$ cat src/rtl/matmul_tile_accumulator_if.sv
// matmul_tile_accumulator_if
//   Operand-in / result-out bundle for matmul_tile_accumulator.
//   master : operand streamer + result consumer (drives valid_in, A, B, C,
//            num_tiles_i, mode_i, ready_out)
//   slave  : the accumulator (drives ready_in, D, valid_out)
//   A[i][k], B[k][j], C[i][j], D[i][j] are packed, element index outermost.
interface matmul_tile_accumulator_if #(
  parameter int M         = 2,
  parameter int N         = 2,
  parameter int K         = 2,
  parameter int P         = 8,
  parameter int ACC_W     = 32,
  parameter int MAX_TILES = 16
);
  localparam int NT_W = $clog2(MAX_TILES + 1);

  logic                              valid_in;
  logic                              ready_in;
  logic [M-1:0][K-1:0][P-1:0]        A;
  logic [K-1:0][N-1:0][P-1:0]        B;
  logic [M-1:0][N-1:0][ACC_W-1:0]    C;
  logic [NT_W-1:0]                   num_tiles_i;
  logic [1:0]                        mode_i;
  logic [M-1:0][N-1:0][ACC_W-1:0]    D;
  logic                              valid_out;
  logic                              ready_out;

  modport master (
    output valid_in, A, B, C, num_tiles_i, mode_i, ready_out,
    input  ready_in, D, valid_out
  );

  modport slave (
    input  valid_in, A, B, C, num_tiles_i, mode_i, ready_out,
    output ready_in, D, valid_out
  );
endinterface

$ cat src/rtl/matmul_tile_accumulator.sv
// matmul_tile_accumulator
//   Accumulates D = C + sum_t(A_t x B_t) over a stream of K-tiles, then
//   presents D on a registered valid/ready output.
//   Ports:
//     clk_i   : clock
//     rst_ni  : synchronous active-low reset
//     bus     : matmul_tile_accumulator_if.slave (operand beats in, D out)
//     busy_o  : high while accumulating or holding a result
//   Modes (latched on first beat): 00/11 full PxP, 10 two packed P/2
//   subword pairs per element, 01 full A x signed low half of B.

// One output element: dot product of an A row with a B column, added to base.
module matmul_tile_cell #(
  parameter int K        = 2,
  parameter int P        = 8,
  parameter int ACC_W    = 32,
  parameter int SATURATE = 0
) (
  input  logic [K-1:0][P-1:0] a_i,
  input  logic [K-1:0][P-1:0] b_i,
  input  logic [1:0]          mode_i,
  input  logic [ACC_W-1:0]    base_i,
  output logic [ACC_W-1:0]    sum_o
);
  // Products are summed at full precision so that a narrow ACC_W still
  // clamps on the true value; for ACC_W >= PW this equals ACC_W-wide math,
  // and in wrap mode truncation is the same as a modulo-2^ACC_W sum.
  localparam int PW = 2*P + $clog2(2*K) + 1;
  localparam int SW = ((ACC_W > PW) ? ACC_W : PW) + 1;

  logic signed [2*P-1:0] af, bf, ah, al, bh, bl, e;
  logic signed [PW-1:0]  prod;
  logic [SW-1:0]         s;
  logic                  ovf;

  always_comb begin
    prod = '0;
    af = '0; bf = '0; ah = '0; al = '0; bh = '0; bl = '0; e = '0;
    for (int k = 0; k < K; k++) begin
      af = {{P{a_i[k][P-1]}}, a_i[k]};
      bf = {{P{b_i[k][P-1]}}, b_i[k]};
      ah = {{(P+P/2){a_i[k][P-1]}},   a_i[k][P-1:P/2]};
      al = {{(P+P/2){a_i[k][P/2-1]}}, a_i[k][P/2-1:0]};
      bh = {{(P+P/2){b_i[k][P-1]}},   b_i[k][P-1:P/2]};
      bl = {{(P+P/2){b_i[k][P/2-1]}}, b_i[k][P/2-1:0]};
      case (mode_i)
        2'b10:   e = ah * bh + al * bl;
        2'b01:   e = af * bl;
        default: e = af * bf;
      endcase
      prod = prod + {{(PW-2*P){e[2*P-1]}}, e};
    end
    s   = {{(SW-ACC_W){base_i[ACC_W-1]}}, base_i} + {{(SW-PW){prod[PW-1]}}, prod};
    // Result fits in ACC_W signed only if all bits above the sign agree.
    ovf = (s[SW-1:ACC_W-1] != {(SW-ACC_W+1){s[SW-1]}});
    if (SATURATE != 0 && ovf)
      sum_o = s[SW-1] ? {1'b1, {(ACC_W-1){1'b0}}} : {1'b0, {(ACC_W-1){1'b1}}};
    else
      sum_o = s[ACC_W-1:0];
  end
endmodule

module matmul_tile_accumulator #(
  parameter int M         = 2,
  parameter int N         = 2,
  parameter int K         = 2,
  parameter int P         = 8,
  parameter int ACC_W     = 32,
  parameter int MAX_TILES = 16,
  parameter int SATURATE  = 0
) (
  input  logic                         clk_i,
  input  logic                         rst_ni,
  matmul_tile_accumulator_if.slave     bus,
  output logic                         busy_o
);
  localparam int NT_W = $clog2(MAX_TILES + 1);

  typedef enum logic [1:0] {S_IDLE, S_ACCUM, S_OUT} state_e;

  state_e                          state_q;
  logic [M-1:0][N-1:0][ACC_W-1:0]  acc_q, d_q, base_w, sum_w;
  logic [NT_W-1:0]                 cnt_q, nt_q, nt_eff, cnt_inc;
  logic [1:0]                      mode_q, mode_eff;
  logic                            vo_q, busy_q;
  logic [N-1:0][K-1:0][P-1:0]      b_col;

  // First beat uses live sideband inputs; later beats use the latched copy.
  assign mode_eff = (state_q == S_IDLE) ? bus.mode_i : mode_q;
  assign cnt_inc  = cnt_q + NT_W'(1);

  always_comb begin
    nt_eff = bus.num_tiles_i;
    if (bus.num_tiles_i == '0)                   nt_eff = NT_W'(1);
    else if (bus.num_tiles_i > NT_W'(MAX_TILES)) nt_eff = NT_W'(MAX_TILES);
  end

  always_comb begin
    b_col = '0;
    for (int j = 0; j < N; j++)
      for (int k = 0; k < K; k++)
        b_col[j][k] = bus.B[k][j];
  end

  for (genvar i = 0; i < M; i++) begin : g_row
    for (genvar j = 0; j < N; j++) begin : g_col
      assign base_w[i][j] = (state_q == S_IDLE) ? bus.C[i][j] : acc_q[i][j];
      matmul_tile_cell #(.K(K), .P(P), .ACC_W(ACC_W), .SATURATE(SATURATE)) u_cell (
        .a_i    (bus.A[i]),
        .b_i    (b_col[j]),
        .mode_i (mode_eff),
        .base_i (base_w[i][j]),
        .sum_o  (sum_w[i][j])
      );
    end
  end

  always_ff @(posedge clk_i) begin
    if (!rst_ni) begin
      state_q <= S_IDLE;
      acc_q   <= '0;
      d_q     <= '0;
      cnt_q   <= '0;
      nt_q    <= '0;
      mode_q  <= '0;
      vo_q    <= 1'b0;
      busy_q  <= 1'b0;
    end else begin
      case (state_q)
        S_IDLE: if (bus.valid_in) begin
          acc_q  <= sum_w;
          cnt_q  <= NT_W'(1);
          nt_q   <= nt_eff;
          mode_q <= bus.mode_i;
          busy_q <= 1'b1;
          if (nt_eff == NT_W'(1)) begin
            state_q <= S_OUT;
            d_q     <= sum_w;
            vo_q    <= 1'b1;
          end else begin
            state_q <= S_ACCUM;
          end
        end
        S_ACCUM: if (bus.valid_in) begin
          acc_q <= sum_w;
          cnt_q <= cnt_inc;
          if (cnt_inc == nt_q) begin
            state_q <= S_OUT;
            d_q     <= sum_w;
            vo_q    <= 1'b1;
          end
        end
        S_OUT: if (bus.ready_out) begin
          state_q <= S_IDLE;
          vo_q    <= 1'b0;
          busy_q  <= 1'b0;
        end
        default: state_q <= S_IDLE;
      endcase
    end
  end

  assign bus.ready_in  = rst_ni && (state_q != S_OUT);
  assign bus.D         = d_q;
  assign bus.valid_out = vo_q;
  assign busy_o        = busy_q;
endmodule

$ cat src/flat_wrapper.sv
// flat-port wrapper written by rule: the top's interface ports become plain ports
module matmul_tile_accumulator_flat 
#(
  parameter int M         = 2,
  parameter int N         = 2,
  parameter int K         = 2,
  parameter int P         = 8,
  parameter int ACC_W     = 32,
  parameter int MAX_TILES = 16,
  parameter int SATURATE  = 0
)
  (clk_i, rst_ni, busy_o, bus_valid_in, bus_A, bus_B, bus_C, bus_num_tiles_i, bus_mode_i, bus_ready_out, bus_ready_in, bus_D, bus_valid_out);
  matmul_tile_accumulator_if #(.M(M), .N(N), .K(K), .P(P), .ACC_W(ACC_W), .MAX_TILES(MAX_TILES)) bus_i ();
  input  logic clk_i;
  input  logic rst_ni;
  output logic busy_o;
  input wire logic [$bits(bus_i.valid_in)-1:0] bus_valid_in;
  input wire logic [$bits(bus_i.A)-1:0] bus_A;
  input wire logic [$bits(bus_i.B)-1:0] bus_B;
  input wire logic [$bits(bus_i.C)-1:0] bus_C;
  input wire logic [$bits(bus_i.num_tiles_i)-1:0] bus_num_tiles_i;
  input wire logic [$bits(bus_i.mode_i)-1:0] bus_mode_i;
  input wire logic [$bits(bus_i.ready_out)-1:0] bus_ready_out;
  output wire logic [$bits(bus_i.ready_in)-1:0] bus_ready_in;
  output wire logic [$bits(bus_i.D)-1:0] bus_D;
  output wire logic [$bits(bus_i.valid_out)-1:0] bus_valid_out;
  assign bus_i.valid_in = bus_valid_in;
  assign bus_i.A = bus_A;
  assign bus_i.B = bus_B;
  assign bus_i.C = bus_C;
  assign bus_i.num_tiles_i = bus_num_tiles_i;
  assign bus_i.mode_i = bus_mode_i;
  assign bus_i.ready_out = bus_ready_out;
  assign bus_ready_in = bus_i.ready_in;
  assign bus_D = bus_i.D;
  assign bus_valid_out = bus_i.valid_out;
  matmul_tile_accumulator #(.M(M), .N(N), .K(K), .P(P), .ACC_W(ACC_W), .MAX_TILES(MAX_TILES), .SATURATE(SATURATE)) u_core (.clk_i(clk_i), .rst_ni(rst_ni), .bus(bus_i), .busy_o(busy_o));
endmodule
$ cat config.mk
export PLATFORM = sky130hd
export DESIGN_NAME = matmul_tile_accumulator_flat
export DESIGN_NICKNAME = d
export VERILOG_FILES = /design/src/rtl/matmul_tile_accumulator_if.sv /design/src/rtl/matmul_tile_accumulator.sv /design/src/flat_wrapper.sv
export SDC_FILE = /design/constraint.sdc
export NUM_CORES = 2
export LEC_CHECK = 0
export ABC_AREA = 1
export BUFFER_PORTS_ARGS = -buffer_cell sky130_fd_sc_hd__buf_4
export CELL_PAD_IN_SITES_DETAIL_PLACEMENT = 2
export CELL_PAD_IN_SITES_GLOBAL_PLACEMENT = 2
export CORE_AREA = 4 4 434 436
export DETAILED_ROUTE_END_ITERATION = 16
export DIE_AREA = 0 0 438 440
export GPL_TIMING_DRIVEN = 1
export PLACE_DENSITY = 0.7
export SLEW_MARGIN = 20
export SYNTH_ARGS = -nofsm -noshare
export SYNTH_HDL_FRONTEND = slang
export SYNTH_SLANG_ARGS = --single-unit
$ cat constraint.sdc
create_clock -name clk_i -period 11.9 [get_ports clk_i]
set_input_delay 2.38 -clock clk_i [delete_from_list [all_inputs] [get_ports clk_i]]
set_output_delay 2.38 -clock clk_i [all_outputs]
set_load 0.02 [all_outputs]
[After elaboration in Yosys (flattened, before gate mapping)]
Index checks and enable logic that the tools add are counted.
Word-level totals
  register bits: 272
  input port bits: 203
  output and inout port bits: 131
Operators by class
  add/subtract/negate cells: 17
  multipliers: 32
  $lt $le $gt $ge: 1
  equality and inequality tests: 12
  multiplexer cells: 37
  reductions and logical operators: 14
Operator list (number)
  $mux 128: 4
  $pmux 128 s2: 1
  $pmux 16 s2: 8
  $add 32x17->32: 4
  $mul 4x4->8: 16
  $mul 8x8->16: 8
  $mux 32: 4
  $mul 8x4->12: 8
  $add 8x8->9: 8
  $add 16x16->17: 4
  $mux 5: 4
  $mux 2: 6
  $ne 2x2->1 const B: 5
  $pmux 5 s2: 1
  $mux 1: 6
  $pmux 2 s3: 1
  $reduce_and 3->1: 2
  $reduce_and 6->1: 1
  $add 5x1->5 const B: 1
  $eq 5x1->1 const B: 1
  $eq 5x5->1: 1
  $gt 5x5->1 const B: 1
  $logic_not 5->1: 1
  $reduce_and 5->1: 1
  other kinds (12): 16

[Logic depth before layout (Yosys ltp)]
  word-level depth: 9
  gate-level depth with buffers: 44
  mapped depth without buffers: 42

[By module]
Synthesis repeated with hierarchy kept, for this count alone.
Second synthesis, totals
  cells, all modules: 8783
  area total of the unflattened synthesis: 64408.0 um^2
By module, submodules not included
  matmul_tile_cell (u_core.g_row[0].g_col[1].u_cell): times used 1, cells each 1828, area an instance 13161.4 um^2
  matmul_tile_cell (u_core.g_row[0].g_col[0].u_cell): times used 1, cells each 1799, area an instance 13126.3 um^2
  matmul_tile_cell (u_core.g_row[1].g_col[1].u_cell): times used 1, cells each 1825, area an instance 13090.1 um^2
  matmul_tile_cell (u_core.g_row[1].g_col[0].u_cell): times used 1, cells each 1798, area an instance 12992.5 um^2
  matmul_tile_accumulator: times used 1, cells each 1533, area an instance 12037.8 um^2

[Least setup slack after synthesis]
OpenSTA, ideal clock, no wires.
  kind: input to register
  from: in bus_B[7]
  to: reg u_core.acc_q[25] (netlist name)
  library setup time: 0.056 ns
  arrival: 9.383 ns
  slack: 2.460 ns
  stages: 37
  path buffers: 2
  cells stage by stage: clkbuf_1 inv_1 clkbuf_1 nor2_1 fa_1 inv_1 fa_1 inv_1 fa_1 inv_1 fa_1 inv_1 ha_1 nand2_1 inv_1 nand2_1 nand2_1 a21oi_1 inv_1 nand2_1 nand3_1 nand2_1 nand2_1 nand2_1 inv_1 fa_1 inv_1 ha_1 nand2_1 nor4_1 nand4_1 nand3_1 a21oi_1 xnor2_1 nor2_1 or2_2 inv_1
Between the ends
  cells in the longest elaborated chain, start to end: 5
  elaborated cells on any way between the ends: 6
  classes of those cells: 3 x add/sub; 2 x mul; 1 x mux
RTL lines
  start: declaration: RTL line flat_wrapper.sv:19  | input wire logic [$bits(bus_i.B)-1:0] bus_B;
  $mul 4x4->8: RTL line matmul_tile_accumulator.sv:47  | 2'b10: e = ah * bh + al * bl;
  $add 8x8->9: RTL line matmul_tile_accumulator.sv:47
  $pmux 16 s2 (*): RTL line matmul_tile_accumulator.sv:46  | case (mode_i)
  $add 16x16->17 (*): RTL line matmul_tile_accumulator.sv:51  | prod = prod + {{(PW-2*P){e[2*P-1]}}, e};
  $add 32x17->32 (*): RTL line matmul_tile_accumulator.sv:53  | s = {{(SW-ACC_W){base_i[ACC_W-1]}}, base_i} + {{(SW-PW){prod[PW-1]}}, prod};
  end signal: assignment: RTL line matmul_tile_accumulator.sv:131  | acc_q <= sum_w;
  end signal: assignment: RTL line matmul_tile_accumulator.sv:145  | acc_q <= sum_w;
  end: declaration: RTL line matmul_tile_accumulator.sv:82  | logic [M-1:0][N-1:0][ACC_W-1:0] acc_q, d_q, base_w, sum_w;
Mark *: on every way between the ends. The rest lies on a longest branch, timed or not.
A chain may end at the register's enable or synchronous reset.

[Final worst setup path]
  from: in bus_B[15]
  to: reg u_core.acc_q[55] (netlist name)
The elaborated chain is that of the path after synthesis.

==> metrics.md <==
| Metric | Value |
|---|---|
| Crit start category | input port |
| Placed Instances | 10650 |
| IO Pins | 334 |
| I/O Buffers | 333 |
| YS warnings | 0 |
| Dpl ws | 0.6015 ns |
| CTS root buf | clkbuf_16 |
| Layout area overhead | 10.11% |
| Layout cells sized above 1 | 6.943% |
| Worst Hold Class | register to register |
| Row cnt | 158 |
| Slew @ Worst Pin | 1.218 ns |
| Reg2reg end | u_core.acc_q[121] |
| DR vias/cell | 4.990 |
| Post-cts resize count | 0 |
| Final setup fails | 0 |
| Post-synth top flop | dfxtp_1 |
| Most frequent cells in the layout | 2109 x inv_1, 1379 x nand2_1, 936 x fa_1, 673 x ha_1, 512 x a21oi_1 |
| Final GP Congestion | 0.8857 |
| Final Util | 36.20% |
| DP Wirelength | 210600 um |
| EDFF count, synth | 0 |
| Antenna Violating Nets Remaining | 0 |
| Nets | 10020 |
| Status | completed |
| Worst Clk Skew | 0.02633 ns |
| Reg2Reg Depth | 26 |
| DRC | 0 |
| Slowest cell on the critical path | a21oi_1 |
| H-tree Lvls | 1 |
| Worst setup margin | 1.115 ns |
| Final-report max-slew violation count | 0 |
| CORE AREA | 184600 um2 |
| Fmax | 92.72 MHz |
| Critical path type | input port to register |
| Initial DRC Count | 2251 |
| Num CTS Buffers | 29 |
| Wire length of the first global-routing pass | 378100 um |
| Max_slew headroom | 17.96% |
| Fin cells | 10710 |
| Final hold vios | 0 |
| Die boundary width | 438 um |
| Syn_area_per_cell | 7.540 um2 |
| Post-Syn Area | 60700 um2 |
| Required @ worst endpoint | 12.40 ns |
| Sequential share of the synthesized area | 8.971% |
| Die Y | 440 um |
| Setup TNS | 0 ns |
| Hold Path Depth | 2 |
| Post-CTS Setup Bufs | 0 |
| Die ar. | 192700 um2 |
| Starting Density | 32.87% |
| Clk pin slew, worst setup/hold paths | 0.07 ns |
| Crit path arrival time | 11.29 ns |
| Number of global-route vias before repair | 61720 |
| Drt pass-1 iters | 5 |
| Syn Inst Count | 8050 |
| Worst-skew pair later-pin latency | 0.62 ns |
| Post-DR wirelength/cell | 23.05 um |
| Commonest non-fill, non-tap cell in the layout | inv_1 |
| Worst Hold Launch | u_core.acc_q[65] |
| Synth cell types | 57 |
| Flops & latches, synth | 272 |
| Worst Hold Path EP | u_core.acc_q[65] |
| TritonCTS clock tree | built |
| Vias | 53450 |
| Crit path capture type | register |
| Tmin final | 10.79 ns |
| Deepest clock path buffer count | 3 |
| Reg-to-Reg Start | u_core.state_q[0] |
| Maximum fanout along the worst path | 21 |
| Initial antenna violation count | 11 |
| Gr ovfl total | 0 |
| RSZ-0062 raised after global routing | no |
| Hold buffer count at CTS | 0 |
| Internal reg-to-reg setup slack | 3.90 ns |
| Final wirelength | 246900 um |
| CP max stage delay | 0.72 ns |
| FFs w/ async S/R, synth | 0% |
| Total GRT Usage | 25.53% |
| Post-Syn Nets | 9864 |
| Sinks on the clock net | 272 |
| Fin crit share | 90.63% |
| Max-cap violation count | 0 |
| Largest net degree at the start of global routing | 75 |
registers in the layout, summed over array words and instances (netlist names):
register	count
u_core.acc_q	128
u_core.bus.D	128
u_core.cnt_q	5
u_core.nt_q	5
u_core.mode_q	2
u_core.state_q	2
u_core.bus.valid_out	1
u_core.busy_o	1
per-stage QoR:
step	hold slack, ns	instance area [um2]
global route	0.4867	66830
CTS	0.4644	66800
detailed placement	0.4532	65720
global placement	0.4394	65710
floorplan	0.4245	60700
finish	0.4682	66840
cell type report:
cell class                 instances  area (um2)
fill                           21750      117800
tap                             2480        3103
clock inverter                    15       284.0
multi-input combinational       5388       46230
sequential                       272        5445
clock buffer                      37       795.8
antenna                            7       17.52
inverter                        2116        7956
timing repair buffer             396        3002
layer usage:
layer	global-route usage, %	wire (um)	up-vias
li1	-	-	24820
met1	31.39	105100	27800
met2	48.55	129600	609
met3	1.709	5697	211
met4	5.562	6451	0
met5	0	0	-
worst max path at each step:
stage	start	endpoint	slack, ns
detailed placement	bus_B[15]	u_core.acc_q[55]	0.60
floorplan	bus_B[7]	u_core.acc_q[25]	2.46
finish	bus_B[15]	u_core.acc_q[55]	1.11
CTS	bus_B[15]	u_core.acc_q[55]	1.24
global route	bus_B[15]	u_core.acc_q[55]	0.56
global placement	bus_B[15]	u_core.acc_q[55]	0.72
logic make-up after synthesis:
kind of cell / share of synthesized area (%)
AOI/OAI and AO/OA: 11.96
and+or+nand+nor: 14.24
buffers and inverters: 14.95
adders and majority gates: 44.78
DFF: 8.971
xor gates and xnor gates: 3.723
muxes: 1.381
worst max-delay path: cells and delay by family:
family	cells	cell delay, ns
fa+ha+maj	7	3.16
xor+xnor	1	0.18
compound gates	8	2.44
buf+inv	7	1.40
simple gates	9	1.68
synthesized netlist by cell type, drive strengths merged (3+ instances only):
cell | n | area, um2
a211oi | 6 | 45.04
a21boi | 12 | 90.09
a21o | 35 | 262.8
a21oi | 512 | 2562
a221o | 8 | 80.08
a22o | 4 | 35.03
a31oi | 54 | 337.8
and2 | 8 | 50.05
buf | 53 | 289.0
clkbuf | 221 | 835.8
clkinv | 3 | 11.26
dfxtp | 272 | 5445
fa | 936 | 18740
ha | 675 | 8446
inv | 2113 | 7936
mux2 | 38 | 427.9
mux2i | 41 | 410.4
nand2 | 1382 | 5197
nand3 | 195 | 980.9
nand3b | 14 | 105.1
nand4 | 26 | 162.7
nor2 | 384 | 1441
nor3 | 50 | 250.2
nor4 | 7 | 43.79
o211a | 9 | 90.09
o211ai | 66 | 495.5
o21a | 13 | 97.59
o21ai | 517 | 2591
o21bai | 22 | 165.2
o221a | 9 | 101.4
o221ai | 6 | 52.55
o22ai | 20 | 125.1
o31ai | 5 | 37.54
o32ai | 4 | 35.03
or2 | 64 | 400.4
xnor2 | 136 | 1191
xor2 | 122 | 1069
Power is left out: the tool's default activity adds up to more than one toggle a clock period on the data nets, which glitch-free logic cannot reach.
